File: src/rtl/keypad_encoder.sv
// keypad_encoder: plays 3-bit key codes as 7-bit keypad line patterns.
// Each key is held for HOLD_CYCLES cycles (PRESS) and then released
// (all-zero) for GAP_CYCLES cycles (GAP). done pulses on the final GAP cycle.
// Optional feature: define KEYPAD_ENCODER_FIFO_EN to add a 4-entry key FIFO
// in front of the FSM. Without it, only one key is accepted at a time, and
// only while idle.
module keypad_encoder #(
  parameter int unsigned HOLD_CYCLES = 16,
  parameter int unsigned GAP_CYCLES  = 4
) (
  input  logic       clk,
  input  logic       rst,
  input  logic [2:0] key_code,
  input  logic       key_valid,
  output logic       key_ready,
  output logic [6:0] keypad,
  output logic       busy,
  output logic       done
);

  typedef enum logic [1:0] {
    IDLE  = 2'd0,
    PRESS = 2'd1,
    GAP   = 2'd2
  } state_t;

  // Counter reload values: the counter holds "cycles remaining after this one".
  localparam logic [15:0] HOLD_LOAD = 16'(HOLD_CYCLES - 1);
  localparam logic [15:0] GAP_LOAD  = 16'(GAP_CYCLES - 1);

  state_t      state_q, state_d;
  logic [15:0] cnt_q, cnt_d;
  logic [2:0]  code_q, code_d;
  logic [6:0]  keypad_q, keypad_d;
  logic        busy_q, busy_d;
  logic        done_q, done_d;

  // Key source seen by the FSM: a pending key and its code, and whether
  // the FSM starts playing that key this cycle.
  logic        avail;
  logic [2:0]  avail_code;
  logic        take;

  // Fixed code-to-pattern map (MSB is keypad[6]).
  function automatic logic [6:0] key_pattern(input logic [2:0] c);
    logic [6:0] p;
    case (c)
      3'd0:    p = 7'b0001001;
      3'd1:    p = 7'b0010010;
      3'd2:    p = 7'b0100010;
      3'd3:    p = 7'b0010100;
      3'd4:    p = 7'b0001100;
      3'd5:    p = 7'b0101000;
      3'd6:    p = 7'b1001000;
      default: p = 7'b0101100;
    endcase
    return p;
  endfunction

`ifdef KEYPAD_ENCODER_FIFO_EN
  logic [2:0] fifo_mem [4];
  logic [1:0] wr_ptr_q, wr_ptr_d;
  logic [1:0] rd_ptr_q, rd_ptr_d;
  logic [2:0] count_q, count_d;
  logic       fifo_full;
  logic       fifo_empty;
  logic       push;

  assign fifo_full  = (count_q == 3'd4);
  assign fifo_empty = (count_q == '0);
  assign key_ready  = !rst && !fifo_full;
  assign push       = key_valid && key_ready;
  assign avail      = !fifo_empty;
  assign avail_code = fifo_mem[rd_ptr_q];

  // FIFO pointer and occupancy next-state; the FSM's take is the pop.
  always_comb begin
    wr_ptr_d = wr_ptr_q;
    rd_ptr_d = rd_ptr_q;
    count_d  = count_q;
    if (push) wr_ptr_d = wr_ptr_q + 2'd1;
    if (take) rd_ptr_d = rd_ptr_q + 2'd1;
    case ({push, take})
      2'b10:   count_d = count_q + 3'd1;
      2'b01:   count_d = count_q - 3'd1;
      default: count_d = count_q;
    endcase
  end

  // FIFO pointer and occupancy registers; reset empties the queue.
  always_ff @(posedge clk) begin
    if (rst) begin
      wr_ptr_q <= '0;
      rd_ptr_q <= '0;
      count_q  <= '0;
    end else begin
      wr_ptr_q <= wr_ptr_d;
      rd_ptr_q <= rd_ptr_d;
      count_q  <= count_d;
    end
  end

  // FIFO storage; contents are irrelevant while count_q is zero.
  always_ff @(posedge clk) begin
    if (push) fifo_mem[wr_ptr_q] <= key_code;
  end
`else
  // Without a queue, a key can only be taken while idle.
  assign key_ready  = !rst && (state_q == IDLE);
  assign avail      = key_valid && key_ready;
  assign avail_code = key_code;
`endif

  // State, counter, captured code and registered outputs.
  always_ff @(posedge clk) begin
    if (rst) begin
      state_q  <= IDLE;
      cnt_q    <= '0;
      code_q   <= '0;
      keypad_q <= '0;
      busy_q   <= 1'b0;
      done_q   <= 1'b0;
    end else begin
      state_q  <= state_d;
      cnt_q    <= cnt_d;
      code_q   <= code_d;
      keypad_q <= keypad_d;
      busy_q   <= busy_d;
      done_q   <= done_d;
    end
  end

  // Next state: counter reloads on phase entry and only decrements from non-zero.
  always_comb begin
    state_d = state_q;
    cnt_d   = cnt_q;
    take    = 1'b0;
    case (state_q)
      IDLE: begin
        if (avail) begin
          take    = 1'b1;
          state_d = PRESS;
          cnt_d   = HOLD_LOAD;
        end
      end
      PRESS: begin
        if (cnt_q == '0) begin
          state_d = GAP;
          cnt_d   = GAP_LOAD;
        end else begin
          cnt_d = cnt_q - 16'd1;
        end
      end
      GAP: begin
        if (cnt_q == '0) begin
          if (avail) begin
            take    = 1'b1;
            state_d = PRESS;
            cnt_d   = HOLD_LOAD;
          end else begin
            state_d = IDLE;
            cnt_d   = '0;
          end
        end else begin
          cnt_d = cnt_q - 16'd1;
        end
      end
      default: begin
        state_d = IDLE;
        cnt_d   = '0;
      end
    endcase
    code_d = take ? avail_code : code_q;
  end

  // Outputs are derived from the next state so that the registered
  // outputs line up with the state register in the same cycle.
  always_comb begin
    keypad_d = '0;
    busy_d   = (state_d != IDLE);
    done_d   = (state_d == GAP) && (cnt_d == '0);
    if (state_d == PRESS) keypad_d = key_pattern(code_d);
  end

  assign keypad = keypad_q;
  assign busy   = busy_q;
  assign done   = done_q;

  // A pattern is only ever driven while pressing.
  a_pattern_only_in_press : assert property (@(posedge clk)
    (keypad_q != '0) |-> (state_q == PRESS));

  // done marks only the final cycle of a GAP.
  a_done_last_gap : assert property (@(posedge clk)
    done_q |-> ((state_q == GAP) && (cnt_q == '0)));

endmodule

File: config.mk
export PLATFORM = sky130hd
export DESIGN_NAME = keypad_encoder
export DESIGN_NICKNAME = d
export VERILOG_FILES = /design/src/rtl/keypad_encoder.sv
export SDC_FILE = /design/constraint.sdc
export NUM_CORES = 1
export LEC_CHECK = 0
export BUFFER_PORTS_ARGS = -buffer_cell sky130_fd_sc_hd__buf_4
export CORE_ASPECT_RATIO = 1.2
export CORE_MARGIN = 2
export CORE_UTILIZATION = 50
export CTS_CLUSTER_SIZE = 30
export DETAILED_ROUTE_END_ITERATION = 16
export PLACE_DENSITY = 0.66
export SYNTH_ARGS = -nofsm -noshare
export SYNTH_HDL_FRONTEND = slang
export SYNTH_SLANG_ARGS = --single-unit
File: constraint.sdc
create_clock -name clk -period 6.3 [get_ports clk]
set_input_delay 1.26 -clock clk [delete_from_list [all_inputs] [get_ports clk]]
set_output_delay 1.26 -clock clk [all_outputs]
set_load 0.02 [all_outputs]
==> impl_summary.txt <==
----------------------------------------------------
[Synth]
  Net Count, Synth ... around 200
  Sequential-to-total area share from yosys stat ... 0.389
  Post-synthesis async set-or-reset flop share ... 0
  Most frequently used flop master after synthesis ... dfxtp_1
  Post-synthesis instance total ... 195
  Cell variety after synth ... 50
  Post-synthesis average cell area ... 7.92 um^2
  Total of flip-flops plus latches after synthesis ... 30
  Cell Area, Synth ... 0.00155 mm^2
  Post-synth EDFFs ... 0
  Number of synthesis warnings ... 0

[Clock network]
  Post-cts resize count ... 0
  Number of sinks handled by clock tree synthesis ... 30
  Bufs on Longest Clock Path ... 2
  Clock tree from TritonCTS ... built
  Setup fix buffers added after clock tree synthesis ... 0
  Hold bufs inserted after CTS ... 0
  H-tree levels ... 2
  Clock transition at the registers of the reported paths ... 100 ps
  Root buffer cell ... clkbuf_4
  TritonCTS Buffers ... 5
  Source-to-sink clock delay at the later pin of the worst-skew pair ... 340 ps

[Die]
  Die Footprint ... between 0.003 and 0.004 mm^2
  Area inside the core boundary ... 0.00300 mm^2
  Die height ... between 60 and 70 um
  Die X ... between 50 and 60 um
  Num rows ... 22
  Effective utilization at floorplan ... 0.515
  Number of top-level pins ... 16

[STA]
  Post-route fraction of the period consumed by the critical path ... 0.511
  Post-route setup TNS ... 0 ps
  Final hold slack ... slightly below 600 ps
  Worst Max-Slew Pin Slew ... 992 ps
  Number of endpoints with negative hold slack in the final report ... 0
  Relative slew margins ... 0.334
  Max Clock Freq ... just over 300 MHz
  Max Transition Viols Final ... 0
  Setup Viol. Count Final ... 0
  Post-layout min period ... 3220 ps
  Post-route clock skew ... around 8 ps
  RSZ-0062 raised after global routing ... no

[Critical path]
  R2R setup slack ... approximately 3000 ps
  CP arrival ... 3470 ps
  Classification of the worst setup path ... reg2reg
  Nature of the critical path endpoint ... flip-flop
  Critical Path Source Type ... flip-flop
  Crit Path Max Fanout ... 11
  Required time of the critical path ... between 6000 and 7000 ps

[Final layout]
  Layout cells sized above 1 ... 0.150
  Most frequent cells in the layout ... nor2_1 (31), dfxtp_1 (30), buf_4 (15), nand2_1 (14), a21oi_1 (13)
  Sequential cell area ... 601 um^2
  Area occupied by multi-input gates ... 861 um^2
  Final std cells w/o fill ... ~240
  Net count of the finished layout ... 213
  Count of filler cells inserted in the layout ... 295
  Most frequent standard cell in the layout excluding fill and tap cells ... nor2_1
  Antenna Diode Count ... 0
  Area added between synthesis and finish ... 10.4%
  Final instance area ... around 0.0017 mm^2

[Placement]
  Global placement routability congestion ... about 0.96
  Port bufs ... 15
  Post-detailed-placement half-perimeter wirelength ... 2.71 mm
  Cell Area, Placed ... 0.00165 mm^2
  DP Cell Count ... 235

[Global routing]
  Via count of the first global-routing pass ... 1446
  Overall fraction of global-route tracks in use ... 0.253
  Number of antenna violations at the first check in global routing ... 0
  Global-route wire length before repair ... 6.53 mm
  Sum of overflow across all layers after global routing ... 0
  Pin count of the biggest net entering global routing ... 24

[Detailed routing]
  Detailed-routing iteration count for the pre-antenna-repair pass ... 4
  Antenna-violating nets left ... 0
  Routed length per placed instance ... approximately 15 um
  First-iteration detailed-routing DRC count ... 60
  Aggregate routed wire length ... approximately 3.7 mm
  Number of vias per cell ... 6.18
  Via count ... 1502
  Post-route DRC ... 0

[Min path]
  HP Class ... reg2reg

[Status]
  Result of the run ... finished clean

[Run]
  Number of maximum-capacitance constraint violations ... 0

[Pwr]
  Standby leakage power ... 0.000666 uW
  Maximum ir drop on the vdd rail ... about 0.00033 V
  Power per unit of standard cell area ... 523 mW/mm^2

----------------------------------------------------
routing by layer:
layer / vias to the layer above / GRT usage / routed length (um)
met5: - / 0 / 0
met1: 699 / 0.296 / 1520
met4: 0 / 0.122 / 80
met2: 64 / 0.414 / 1910
li1: 731 / - / -
met3: 8 / 0.0645 / 238
worst max-delay path, stage by stage, from the launching register on:
cell and delay, ps:
dfxtp_1 360, inv_1 120, ha_1 230, nor3b_1 680, and4_1 600, nor2_1 290
a311oi_1 480, nand3_1 170, nor4_1 190
logic make-up (layout without fill, tap and decap cells):
| family | Yosys count | after routing | share of synthesized area |
|---|---|---|---|
| buffers and inverters | 18 | 30 | 0.0543 |
| DFF | 30 | 30 | 0.389 |
| AOI/OAI and AO/OA | 42 | 42 | 0.177 |
| muxes | 3 | 3 | 0.0194 |
| adders and majority gates | 2 | 2 | 0.0146 |
| and+or+nand+nor | 98 | 98 | 0.335 |
| xor gates and xnor gates | 2 | 2 | 0.0113 |
power breakdown:
| group | leakage [uW] | internal, uW | switching, uW |
|---|---|---|---|
| Sequential | 0.000245 | 234 | 57.3 |
| Combinational | 0.000386 | 179 | 300 |
| Clock | 0.0000353 | 54.0 | 67.7 |
metrics by stage:
stage / power (uW) / util / worst slack, ps
finish: 892 / 0.568 / 3080
global route: 955 / 0.568 / 2880
CTS: 885 / 0.568 / 3150
detailed placement: 762 / 0.548 / 3120
global placement: 756 / 0.548 / 3140
floorplan: 662 / - / 3170
registers in the layout, summed over array words and instances (netlist names):
signal   flops
cnt_q       16
keypad       7
state_q      2
code_q       3
done         1
busy         1
path summary, 6_finish.rpt:
| kind | endpoint | cells after the start | startpoint |
|---|---|---|---|
| hold / removal | code_q[1]$_SDFF_PP0_ | 2 | code_q[1]$_SDFF_PP0_ |
| setup reg to reg | done$_SDFF_PP0_ | 8 | cnt_q[0]$_SDFF_PP0_ |
| setup / recovery | done$_SDFF_PP0_ | 8 | cnt_q[0]$_SDFF_PP0_ |
| hold reg to reg | code_q[1]$_SDFF_PP0_ | 2 | code_q[1]$_SDFF_PP0_ |
cell usage after synthesis, types with 2 or more instances:
master,n,share of area
a211oi_1,3,0.015
a21oi_1,13,0.042
a22oi_1,2,0.0097
a311oi_1,3,0.017
a31oi_1,3,0.012
and2_1,2,0.0081
and4_1,2,0.011
buf_2,3,0.0097
clkbuf_1,5,0.012
dfxtp_1,30,0.39
inv_1,7,0.017
mux2i_1,3,0.019
nand2_1,14,0.034
nand2b_1,2,0.0081
nand3_1,4,0.013
nand4_1,2,0.0081
nor2_1,31,0.075
nor2b_1,3,0.012
nor3_1,9,0.029
nor4_1,9,0.036
o211ai_1,2,0.0097
o21a_1,2,0.0097
o21ai_0,6,0.019
o31ai_1,2,0.0097
or2_2,2,0.0081
or3_1,4,0.016
or3b_2,2,0.011
or4_1,3,0.015
layout make-up:
class | count | share of cell area
clock buffer | 7 | 0.0323
clock inverter | 1 | 0.00293
inverter | 7 | 0.0154
multi-input combinational | 147 | 0.505
sequential | 30 | 0.352
tap | 36 | 0.0264
timing repair buffer | 15 | 0.0660
(Power assumes the default switching activity.)
